**src/rtl/pc_ir_unit_pkg.sv**
```systemverilog
// Shared types and constants for the PC / IR fetch stage.
package pc_ir_unit_pkg;

  typedef enum logic [1:0] {
    PS_HOLD = 2'b00,
    PS_INC  = 2'b01,
    PS_BRA  = 2'b10,
    PS_JMP  = 2'b11
  } pc_sel_t;

  localparam int BR_OFF_W = 6;

  // Branch offset lives in two split fields of the instruction word.
  function automatic logic [BR_OFF_W-1:0] br_field(input logic [8:0] ir_low);
    return {ir_low[8:6], ir_low[2:0]};
  endfunction

endpackage

```
**src/rtl/pc_ir_unit_if.sv**
```systemverilog
// Control-unit side bus of the fetch stage: PC select, IR load, memory word and status.
interface pc_ir_unit_if
  import pc_ir_unit_pkg::*;
#(
  parameter int DATAW = 16,
  parameter int ICNTW = 16
);

  pc_sel_t            ps_in;
  logic               il_in;
  logic [DATAW-1:0]   mem_data_in;
  logic [DATAW-1:0]   ra_in;
  logic [DATAW-1:0]   pc_out;
  logic [DATAW-1:0]   ins_out;
  logic [ICNTW-1:0]   icnt_out;
  logic               pcwrap_out;

  modport master (
    output ps_in, il_in, mem_data_in, ra_in,
    input  pc_out, ins_out, icnt_out, pcwrap_out
  );

  modport slave (
    input  ps_in, il_in, mem_data_in, ra_in,
    output pc_out, ins_out, icnt_out, pcwrap_out
  );

endinterface

```
**src/rtl/pc_ir_unit_pc_next_logic.sv**
```systemverilog
// Next-PC selection and address-space wrap detection (purely combinational).
module pc_next_logic
  import pc_ir_unit_pkg::*;
#(
  parameter int DATAW = 16
) (
  input  logic [DATAW-1:0]    pc,
  input  logic [BR_OFF_W-1:0] off,
  input  logic [DATAW-1:0]    ra,
  input  pc_sel_t             ps,
  output logic [DATAW-1:0]    pc_next,
  output logic                wrap
);

  logic [DATAW:0] off_ext;
  logic [DATAW:0] inc_sum;
  logic [DATAW:0] br_sum;

  // Extra top bit catches carry on forward branches and borrow on backward ones.
  assign off_ext = {{(DATAW + 1 - BR_OFF_W){off[BR_OFF_W-1]}}, off};
  assign inc_sum = {1'b0, pc} + (DATAW + 1)'(1);
  assign br_sum  = {1'b0, pc} + off_ext;

  always_comb begin
    pc_next = pc;
    wrap    = 1'b0;
    case (ps)
      PS_HOLD: pc_next = pc;
      PS_INC: begin
        pc_next = inc_sum[DATAW-1:0];
        wrap    = inc_sum[DATAW];
      end
      PS_BRA: begin
        pc_next = br_sum[DATAW-1:0];
        wrap    = br_sum[DATAW];
      end
      PS_JMP: pc_next = ra;
      default: pc_next = pc;
    endcase
  end

endmodule

```
**src/rtl/pc_ir_unit.sv**
```systemverilog
// Program counter / instruction register stage with saturating fetch count and sticky wrap flag.
module pc_ir_unit
  import pc_ir_unit_pkg::*;
#(
  parameter int               DATAW    = 16,
  parameter logic [DATAW-1:0] RESET_PC = '0,
  parameter int               ICNTW    = 16
) (
  input  logic         clk,
  input  logic         rst_n,
  pc_ir_unit_if.slave  bus
);

  logic [DATAW-1:0]    pc;
  logic [DATAW-1:0]    ir;
  logic [DATAW-1:0]    pc_next;
  logic                wrap_next;
  logic [ICNTW-1:0]    icnt;
  logic                pcwrap;
  logic [BR_OFF_W-1:0] br_off;

  // Offset always comes from the IR already held, never the word being loaded.
  assign br_off = br_field(ir[8:0]);

  pc_next_logic #(.DATAW(DATAW)) u_pc_next (
    .pc      (pc),
    .off     (br_off),
    .ra      (bus.ra_in),
    .ps      (bus.ps_in),
    .pc_next (pc_next),
    .wrap    (wrap_next)
  );

  always_ff @(posedge clk) begin
    if (!rst_n) begin
      pc     <= RESET_PC;
      ir     <= '0;
      icnt   <= '0;
      pcwrap <= 1'b0;
    end else begin
      pc <= pc_next;
      if (bus.il_in) begin
        ir <= bus.mem_data_in;
        if (icnt != '1) icnt <= icnt + ICNTW'(1);
      end
      if (wrap_next) pcwrap <= 1'b1;
    end
  end

  assign bus.pc_out     = pc;
  assign bus.ins_out    = ir;
  assign bus.icnt_out   = icnt;
  assign bus.pcwrap_out = pcwrap;

endmodule

```
**src/flat_wrapper.sv**
```systemverilog
// flat-port wrapper written by rule: the top's interface ports become plain ports
module pc_ir_unit_flat import pc_ir_unit_pkg::*;
#(
  parameter int               DATAW    = 16,
  parameter logic [DATAW-1:0] RESET_PC = '0,
  parameter int               ICNTW    = 16
)
  (clk, rst_n, bus_ps_in, bus_il_in, bus_mem_data_in, bus_ra_in, bus_pc_out, bus_ins_out, bus_icnt_out, bus_pcwrap_out);
  pc_ir_unit_if #(.DATAW(DATAW), .ICNTW(ICNTW)) bus_i ();
  input  logic clk;
  input  logic rst_n;
  input wire logic [$bits(bus_i.ps_in)-1:0] bus_ps_in;
  input wire logic [$bits(bus_i.il_in)-1:0] bus_il_in;
  input wire logic [$bits(bus_i.mem_data_in)-1:0] bus_mem_data_in;
  input wire logic [$bits(bus_i.ra_in)-1:0] bus_ra_in;
  output wire logic [$bits(bus_i.pc_out)-1:0] bus_pc_out;
  output wire logic [$bits(bus_i.ins_out)-1:0] bus_ins_out;
  output wire logic [$bits(bus_i.icnt_out)-1:0] bus_icnt_out;
  output wire logic [$bits(bus_i.pcwrap_out)-1:0] bus_pcwrap_out;
  assign bus_i.ps_in = bus_ps_in;
  assign bus_i.il_in = bus_il_in;
  assign bus_i.mem_data_in = bus_mem_data_in;
  assign bus_i.ra_in = bus_ra_in;
  assign bus_pc_out = bus_i.pc_out;
  assign bus_ins_out = bus_i.ins_out;
  assign bus_icnt_out = bus_i.icnt_out;
  assign bus_pcwrap_out = bus_i.pcwrap_out;
  pc_ir_unit #(.DATAW(DATAW), .RESET_PC(RESET_PC), .ICNTW(ICNTW)) u_core (.clk(clk), .rst_n(rst_n), .bus(bus_i));
endmodule
```
**config.mk**
```make
export PLATFORM = sky130hd
export DESIGN_NAME = pc_ir_unit_flat
export DESIGN_NICKNAME = d
export VERILOG_FILES = /design/src/rtl/pc_ir_unit_pkg.sv /design/src/rtl/pc_ir_unit_if.sv /design/src/rtl/pc_ir_unit_pc_next_logic.sv /design/src/rtl/pc_ir_unit.sv /design/src/flat_wrapper.sv
export SDC_FILE = /design/constraint.sdc
export NUM_CORES = 1
export LEC_CHECK = 0
export ABC_AREA = 1
export BUFFER_PORTS_ARGS = -buffer_cell sky130_fd_sc_hd__buf_2
export CORE_ASPECT_RATIO = 1.4
export CORE_UTILIZATION = 42
export CTS_CLUSTER_DIAMETER = 100
export DETAILED_ROUTE_END_ITERATION = 10
export PLACE_DENSITY = 0.75
export SKIP_CTS_REPAIR_TIMING = 1
export SYNTH_ARGS = -nofsm -noshare
export SYNTH_HDL_FRONTEND = slang
export SYNTH_HIERARCHICAL = 1
export SYNTH_SLANG_ARGS = --single-unit
```
**constraint.sdc**
```tcl
create_clock -name clk -period 4.3 [get_ports clk]
set_input_delay 0.645 -clock clk [delete_from_list [all_inputs] [get_ports clk]]
set_output_delay 0.645 -clock clk [all_outputs]
set_load 0.005 [all_outputs]
```
==> summary.txt, run 1 <==
STA
  – Setup TNS: 0 ns
  – Max-slew violations: 0
  – Final Hold Fails: 0
  – Clk_skew: 0.004486 ns
  – Relative slew slack: 0.4428
  – RSZ-0062 raised after global routing: no
  – Minimum clock period: 2.339 ns
  – Final setup vio count: 0
  – Measured slew at the worst slew-check pin: 0.8358 ns
  – Fin crit share: 0.5438
  – Worst setup margin: 1.961 ns
  – F_max: 427.6 MHz

Final layout
  – Sequential cell area: 980.9 um^2
  – Finished layout cell area: 0.004513 mm^2
  – Share of layout cells above drive strength 1: 0.1671
  – Diode count: 0
  – Final core utilization: 0.4999
  – Most common cell after layout, fill and taps aside: nand2_1
  – Commonest non-fill, non-tap cells in the layout: nand2_1, nor2_1, inv_1
  – Multi-input gate area: 0.002432 mm^2
  – Final nets: 801
  – Layout fillers: 932
  – Synthesis-to-finish area growth: 15.28%

Worst setup path
  – Crit Path Max Fanout: 15
  – Data arrival, critical path: 2.53 ns
  – Crit-path leading delay family: simple AND/OR/NAND/NOR gates
  – Endpoint class of the critical path: flip-flop
  – Required @ worst endpoint: 4.49 ns
  – Max stage delay on crit path: 0.71 ns
  – CP max-delay cell: dfxtp_1
  – Buf+Inv Stages, Crit Path: 1
  – Startpoint Class: flip-flop
  – Most common cell on crit path: nand2_1
  – Setup CP Type: reg -> reg
  – Worst-path cell chain: ha_1, nand2_1, nor2_1, nand2_1, nand3_1, or2_2, nand3_1, nand3_1, nand2_1, nand2_1, nand2_1, inv_1

Clock tree
  – Clock Tree Buf Depth: 2
  – CTS tree: done
  – H-Tree Depth: 2
  – Clock root buffer: clkbuf_16
  – CTS Buf Count: 5
  – Sink Count: 49
  – Clock latency on the worst-skew pair: 0.29 ns
  – Clock-pin slew on the worst setup and hold paths: 0.07 ns

Drt
  – Wire length per cell: 12.82 um
  – 1st-pass router iterations: 5
  – Routed WL: 10.88 mm
  – Final ANT Viol Nets: 0
  – DRC: 0
  – Initial drt markers: 246
  – Vias: 4343
  – Vias per inst: 5.115

Logic synthesis
  – Number of synthesized register bits: 49
  – Syn Nets: 725
  – Synth top area share: 0.2506
  – Syn Inst Count: 665
  – Async set-reset flop share out of synthesis: 0
  – Sequential share of the synthesized area: 0.2506
  – EDFF count, synth: 0
  – Synth Area per Inst: 5.887 um^2
  – Synth top area cells: dfxtp_1, nand2_1, nor2_1, inv_1, ha_1
  – Synth cell types: 39
  – Yosys top cell by area: dfxtp_1
  – Synthesized cell area: 0.003915 mm^2
  – Primary FF master, synth: dfxtp_1
  – Ys Warns: 6

Floorplanning
  – I/O pins: 86
  – Core Box Area: 0.009029 mm^2
  – Die Y: 116.2 um
  – Row count: 41
  – Die area: 0.009717 mm^2
  – Initial Util: 0.4336
  – Die Wd: 83.60 um

Global routing
  – Largest net degree at the start of global routing: 50
  – GRT overflow: 0
  – Global-route usage over all layers: 0.2223
  – Initial antenna violation count: 0
  – Vias in the first global route: 4112
  – Global-route wire length before repair: 17.71 mm

Pwr
  – Int Pwr: 0.7924 mW
  – Combinational fraction of design power: 0.217
  – Peak VDD IR: 224.8 uV
  – Reg power frac: 0.447
  – Pwr/cell area: 255.5 mW/mm^2
  – Leak: 2.500 nW
  – Switching Fraction: 0.3128
  – Clock share of power: 0.336
  – Switching power: 0.3607 mW

Job
  – Maximum Capacitance Violations: 0

Placement
  – Input/output buffers: 85
  – Placed Area: 0.004370 mm^2
  – Pre-CTS setup slack: 1.739 ns
  – Final GP Congestion: 0.9431
  – Detailed-placement wirelength estimate: 8.322 mm

Min path
  – HP Class: reg -> reg

Run status
  – Status: finished clean
==> cell usage after synthesis (3+ instances only) <==
library cell	count
nand2_1	195
nor2_1	101
inv_1	95
dfxtp_1	49
a21oi_1	46
nand3_1	46
o21ai_0	26
ha_1	22
inv_2	10
nor3_1	8
clkbuf_1	7
nand4_1	6
nor2_4	5
buf_2	4
nand3b_1	4
o21bai_1	4
a31oi_1	3
nand2_2	3
nand3_2	3
nor2_2	3
==> cell type report <==
cell class	instances	area share
multi-input cells	494	0.5390
flip-flops and latches	49	0.2174
repair buffers	85	0.09426
inverters	106	0.08816
well taps	107	0.02966
clock buffers	5	0.02772
clock inverters	3	0.003881
==> final timing paths <==
path	to	slack [ns]	cells after the start	startpoint
worst max-delay path	u_core/bus.pc_out[6]$_SDFF_PN0_	1.96	12	u_core/bus.ins_out[8]$_SDFFE_PN0P_
worst min-delay path	u_core/bus.pcwrap_out$_SDFFE_PN0P_	0.49	1	u_core/bus.pcwrap_out$_SDFFE_PN0P_
worst min register to register	u_core/bus.pcwrap_out$_SDFFE_PN0P_	0.49	1	u_core/bus.pcwrap_out$_SDFFE_PN0P_
worst max register to register	u_core/bus.pc_out[6]$_SDFF_PN0_	1.96	12	u_core/bus.ins_out[8]$_SDFFE_PN0P_
==> power by group through the flow <==
stage	registers, mW	clock network [mW]	logic, mW
final	0.515	0.387	0.250
after global routing	0.520	0.414	0.284
after CTS	0.515	0.400	0.249
after detailed placement	0.525	0	0.247
after global placement	0.524	0	0.240
after floorplan	0.516	0	0.173
==> metal layers <==
layer / part of all wire / GRT usage / vias to the layer above
met5: 0 / 0 / -
met4: 0.029 / 0.1175 / 0
met3: 0.045 / 0.03463 / 26
met2: 0.52 / 0.4304 / 127
met1: 0.40 / 0.2303 / 1957
li1: - / - / 2233
==> kinds of logic (layout without fill, tap and decap cells) <==
group,Yosys count,in the layout,synth area share
flops,49,49,0.2506
compound gates,87,87,0.1195
fa+ha+maj,23,23,0.07542
buf+inv,122,199,0.1282
simple gates,384,384,0.4263
==> stage by stage <==
step	total power, mW	cells	hold slack [ns]
after floorplan	0.6888	665	0.4642
after global placement	0.7642	841	0.4589
after detailed placement	0.7722	841	0.4729
after CTS	1.164	849	0.4893
after global routing	1.218	849	0.4998
final	1.153	849	0.4870
==> state kept, by name, summed over array words and instances (netlist names) <==
| signal | count |
|---|---|
| u_core/bus.ins_out | 16 |
| u_core/bus.icnt_out | 16 |
| u_core/bus.pc_out | 16 |
| u_core/bus.pcwrap_out | 1 |
(Power assumes the default switching activity.)
==> inputs of run 2 (changes only) <==
PLACE_DENSITY = 0.78   (was 0.75)
clock period = 1.9 ns   (was 4.3 ns; I/O delays follow)
==> summary.txt, run 2 (synthesis gave the netlist of run 1 again) <==
Final layout
  – Final core utilization: 0.5578
  – Commonest non-fill, non-tap cells in the layout: nand2_1, nor2_1, inv_1
  – Fin cells: 882
  – Diode count: 0
  – Layout fillers: 923
  – Most common cell after layout, fill and taps aside: nand2_1
  – Synthesis-to-finish area growth: 28.64%
  – Final nets: 834
  – Share of layout cells above drive strength 1: 0.2516

Drt
  – Final ANT Viol Nets: 0
  – 1st-pass router iterations: 7
  – Initial drt markers: 207
  – Vias: 4490
  – Wire length per cell: 13.09 um
  – DRC: 0
  – Vias per inst: 5.091
  – Routed WL: 11.55 mm

Worst setup path
  – Endpoint class of the critical path: flip-flop
  – Buf+Inv Stages, Crit Path: 3
  – Most common cell on crit path: nand2_1
  – Required @ worst endpoint: 2.14 ns
  – Worst reg-to-reg setup slack: 0.09 ns
  – Data arrival, critical path: 2.05 ns
  – Crit-path leading delay family: simple AND/OR/NAND/NOR gates
  – Max stage delay on crit path: 0.37 ns
  – Setup CP Type: reg -> reg
  – Worst-path cell chain: buf_12, ha_4, nand2_1, inv_1, a21oi_1, nand2_2, nand2_1, nand2_1, nand2_1, nand3_1, a21oi_2, nand2_1, inv_1
  – Startpoint Class: flip-flop
  – CP max-delay cell: dfxtp_2
  – Crit Path Max Fanout: 11

STA
  – Final Hold Fails: 0
  – RSZ-0062 raised after global routing: yes
  – F_max: 553.8 MHz
  – Final setup vio count: 0
  – Fin crit share: 0.9504
  – Minimum clock period: 1.806 ns
  – Max-slew violations: 0
  – Relative slew slack: 0.5834
  – Measured slew at the worst slew-check pin: 0.6248 ns
  – Clk_skew: 0.006650 ns

Clock tree
  – CTS tree: done
  – Clock root buffer: clkbuf_16
  – CTS Buf Count: 5
  – Clock latency on the worst-skew pair: 0.29 ns
  – Clock-pin slew on the worst setup and hold paths: 0.07 ns
  – Clock Tree Buf Depth: 2
  – H-Tree Depth: 2
  – Sink Count: 49

Global routing
  – Largest net degree at the start of global routing: 50
  – GRT overflow: 0
  – Initial antenna violation count: 0
  – Global-route wire length before repair: 18.16 mm
  – Vias in the first global route: 4123
  – Global-route usage over all layers: 0.2315

Pwr
  – Clock share of power: 0.354
  – Combinational fraction of design power: 0.263
  – Switching power: 0.9001 mW
  – Leak: 2.704 nW
  – Peak VDD IR: 586.1 uV
  – Reg power frac: 0.383
  – Pwr/cell area: 585.5 mW/mm^2
  – Switching Fraction: 0.3053
  – Int Pwr: 2.048 mW

Placement
  – Input/output buffers: 85
  – Final GP Congestion: 0.8801
  – Cells after DPL: 871
  – Detailed-placement wirelength estimate: 8.455 mm

Run status
  – Status: finished clean

Floorplanning
  – Row count: 41
  – I/O pins: 86
  – Core Box Area: 0.009029 mm^2
  – Initial Util: 0.4336
  – Die Wd: 83.60 um
  – Die area: 0.009717 mm^2
  – Die Y: 116.2 um

Min path
  – HP Class: in -> reg

Job
  – Maximum Capacitance Violations: 0
==> run 2: changes by cell type in the layout (fill, tap and decap cells not counted), sizes merged <==
| cell | before | now |
|---|---|---|
| clkbuf | 5 | 6 |
| clkinvlp | 1 | 0 |
| buf | 85 | 118 |
| clkinv | 3 | 2 |
| bufinv | 0 | 1 |
==> run 2: layout make-up <==
| type | instances | area (um^2) | share of cell area |
|---|---|---|---|
| sequential | 49 | 984.7 | 0.1955 |
| tap | 107 | 133.9 | 0.02658 |
| timing repair buffer | 118 | 710.7 | 0.1411 |
| multi-input combinational | 494 | 2641 | 0.5245 |
| clock buffer | 6 | 128.9 | 0.02559 |
| inverter | 106 | 397.9 | 0.07901 |
| clock inverter | 2 | 38.79 | 0.007702 |
==> run 2: power groups by stage <==
stage | Sequential (mW) | Combinational (mW) | Clock (mW)
after detailed placement | 1.14 | 0.694 | 0
after floorplan | 1.17 | 0.391 | 0
after CTS | 1.12 | 0.697 | 1.07
after global routing | 1.13 | 0.863 | 1.11
final | 1.13 | 0.774 | 1.04
after global placement | 1.14 | 0.685 | 0
==> run 2: path summary, 6_finish.rpt <==
kind,cells past startpoint,to,from
worst max register to register,13,u_core/bus.pc_out[12]$_SDFF_PN0_,u_core/bus.ins_out[8]$_SDFFE_PN0P_
worst min register to register,2,u_core/bus.ins_out[3]$_SDFFE_PN0P_,u_core/bus.ins_out[3]$_SDFFE_PN0P_
worst min-delay path,3,u_core/bus.ins_out[1]$_SDFFE_PN0P_,bus_mem_data_in[1]
worst max-delay path,13,u_core/bus.pc_out[12]$_SDFF_PN0_,u_core/bus.ins_out[8]$_SDFFE_PN0P_
==> run 2: worst register-to-register path, cell delays in order (launching register included) <==
cell and delay [ns]:
dfxtp_2 0.37, buf_12 0.17, ha_4 0.22, nand2_1 0.09, inv_1 0.07, a21oi_1 0.19, nand2_2 0.10, nand2_1 0.10
nand2_1 0.05, nand2_1 0.05, nand3_1 0.08, a21oi_2 0.13, nand2_1 0.07, inv_1 0.05
==> run 2: metal layers <==
| metal | GRT usage | share of wire | vias to the layer above |
|---|---|---|---|
| li1 | - | - | 2297 |
| met4 | 0.1288 | 0.047 | 0 |
| met1 | 0.2504 | 0.39 | 1991 |
| met5 | 0 | 0 | - |
| met2 | 0.4266 | 0.50 | 163 |
| met3 | 0.04311 | 0.059 | 39 |
==> run 2: stage by stage <==
step / setup WS [ns] / setup TNS [ns] / total power, mW / instance area (um^2) / hold slack (ns)
after floorplan: 0.01721 / 0 / 1.559 / 3916 / 0.4199
after global placement: 0.05533 / 0 / 1.827 / 4634 / 0.4734
after CTS: 0.009630 / 0 / 2.892 / 4802 / 0.2032
after detailed placement: 0.04053 / 0 / 1.838 / 4634 / 0.4828
final: 0.09428 / 0 / 2.949 / 5036 / 0.2116
after global routing: -0.06431 / -0.2348 / 3.105 / 5036 / 0.2136
==> inputs of run 3 (changes only) <==
CTS_BUF_LIST = sky130_fd_sc_hd__clkbuf_8   (was not set)
==> summary.txt, run 3 (synthesis gave the netlist of run 1 again) <==
Run status
  – Status: finished clean

Final layout
  – Layout fillers: 924
  – Share of layout cells above drive strength 1: 0.2542
  – Final core utilization: 0.5513
  – Most common cell after layout, fill and taps aside: nand2_1
  – Final nets: 834
  – Diode count: 0
  – Synthesis-to-finish area growth: 27.13%
  – Commonest non-fill, non-tap cells in the layout: nand2_1, nor2_1, inv_1
  – Fin cells: 882

Drt
  – Initial drt markers: 203
  – Vias: 4415
  – Routed WL: 11.30 mm
  – DRC: 0
  – 1st-pass router iterations: 7
  – Wire length per cell: 12.81 um
  – Vias per inst: 5.006
  – Final ANT Viol Nets: 0

Pwr
  – Int Pwr: 1.809 mW
  – Peak VDD IR: 499.4 uV
  – Clock share of power: 0.291
  – Switching Fraction: 0.3247
  – Pwr/cell area: 538.0 mW/mm^2
  – Leak: 2.680 nW
  – Combinational fraction of design power: 0.287
  – Reg power frac: 0.422
  – Switching power: 0.8694 mW

Placement
  – Final GP Congestion: 0.8801
  – Detailed-placement wirelength estimate: 8.455 mm
  – Input/output buffers: 85
  – Cells after DPL: 871
  – Pre-CTS setup slack: 0.04053 ns

Clock tree
  – Clock-pin slew on the worst setup and hold paths: 0.11 ns
  – CTS Buf Count: 5
  – H-Tree Depth: 2
  – Clock latency on the worst-skew pair: 0.32 ns
  – CTS tree: done
  – Sink Count: 49
  – Clock Tree Buf Depth: 2
  – Clock root buffer: clkbuf_8

Global routing
  – GRT overflow: 0
  – Largest net degree at the start of global routing: 50
  – Global-route wire length before repair: 17.95 mm
  – Global-route usage over all layers: 0.2278
  – Vias in the first global route: 4087
  – Initial antenna violation count: 0

Worst setup path
  – Worst reg-to-reg setup slack: 0.07 ns
  – Required @ worst endpoint: 2.17 ns
  – Reg2Reg Depth: 13
  – Startpoint Class: flip-flop
  – Endpoint class of the critical path: flip-flop
  – Worst Setup EP: u_core/bus.pc_out[15]$_SDFF_PN0_
  – Setup CP Type: reg -> reg
  – Data arrival, critical path: 2.10 ns
  – FF-to-FF End: u_core/bus.pc_out[15]$_SDFF_PN0_
  – Crit path from: u_core/bus.ins_out[8]$_SDFFE_PN0P_
  – RR Startpoint: u_core/bus.ins_out[8]$_SDFFE_PN0P_
  – Crit Path Max Fanout: 12

STA
  – Fin crit share: 0.9609
  – Final Hold Fails: 0
  – RSZ-0062 raised after global routing: yes
  – Max-slew violations: 0
  – Setup TNS: 0 ns
  – Hold_ws: 0.1941 ns
  – Final setup vio count: 0
  – Worst setup margin: 0.07436 ns
  – F_max: 547.8 MHz
  – Measured slew at the worst slew-check pin: 0.6270 ns
  – Clk_skew: 0.01379 ns
  – Relative slew slack: 0.5820
  – Minimum clock period: 1.826 ns

Floorplanning
  – Initial Util: 0.4336
  – Die Y: 116.2 um
  – Die area: 0.009717 mm^2
  – I/O pins: 86
  – Row count: 41
  – Core Box Area: 0.009029 mm^2
  – Die Wd: 83.60 um

Job
  – Maximum Capacitance Violations: 0

Min path
  – HP Class: in -> reg
  – WHS Path Cells: 3
[run 3: changes by cell type in the layout (fill, tap and decap cells not counted), sizes merged]
cell / delta
inv: +1
clkbuf: -1
[run 3: worst min path at each step]
stage	start	to	slack, ns
after floorplan	bus_mem_data_in[15]	u_core/bus.ins_out[15]$_SDFFE_PN0P_	0.42
after global placement	u_core/bus.ins_out[11]$_SDFFE_PN0P_	u_core/bus.ins_out[11]$_SDFFE_PN0P_	0.47
after detailed placement	u_core/bus.ins_out[10]$_SDFFE_PN0P_	u_core/bus.ins_out[10]$_SDFFE_PN0P_	0.48
after CTS	bus_mem_data_in[5]	u_core/bus.ins_out[5]$_SDFFE_PN0P_	0.18
after global routing	bus_mem_data_in[3]	u_core/bus.ins_out[3]$_SDFFE_PN0P_	0.19
final	bus_mem_data_in[3]	u_core/bus.ins_out[3]$_SDFFE_PN0P_	0.19
[run 3: metal layers]
metal / up-vias / part of all wire / GRT usage
met5: - / 0 / 0
met4: 0 / 0.047 / 0.1220
met3: 35 / 0.051 / 0.04099
met2: 133 / 0.49 / 0.4184
met1: 1944 / 0.41 / 0.2500
li1: 2303 / - / -
[run 3: metrics by stage]
| step | power (mW) | area (um^2) |
|---|---|---|
| 6_report | 2.678 | 4977 |
| 5_1_grt | 2.833 | 4977 |
| 3_3_place_gp | 1.827 | 4634 |
| 3_5_place_dp | 1.838 | 4634 |
| 2_1_floorplan | 1.559 | 3916 |
| 4_1_cts | 2.621 | 4746 |
[run 3: critical path: stages (launching register included)]
cell and delay, ns:
dfxtp_2 0.36, buf_12 0.16, ha_1 0.35, nand2_1 0.16, inv_1 0.05, nand2_1 0.06, nand2_1 0.05, a21oi_2 0.14
nand2_1 0.08, nand2_1 0.06, nand3_1 0.08, a21oi_2 0.12, nand2_1 0.05, inv_1 0.05
[run 3: final cells by class]
cell class                 count  area (um^2)  area share
tap                          107        133.9     0.02690
clock buffer                   5        68.82     0.01383
inverter                     106        397.9     0.07994
clock inverter                 3        42.54    0.008547
timing repair buffer         118        710.7      0.1428
sequential                    49        984.7      0.1978
multi-input combinational    494         2639      0.5302
[run 3: power by group through the flow]
stage          Sequential [mW]  Combinational [mW]  Clock, mW
2_1_floorplan             1.17               0.391          0
3_3_place_gp              1.14               0.685          0
3_5_place_dp              1.14               0.694          0
4_1_cts                   1.12               0.696      0.804
5_1_grt                   1.14               0.857      0.840
6_report                  1.13               0.768      0.781
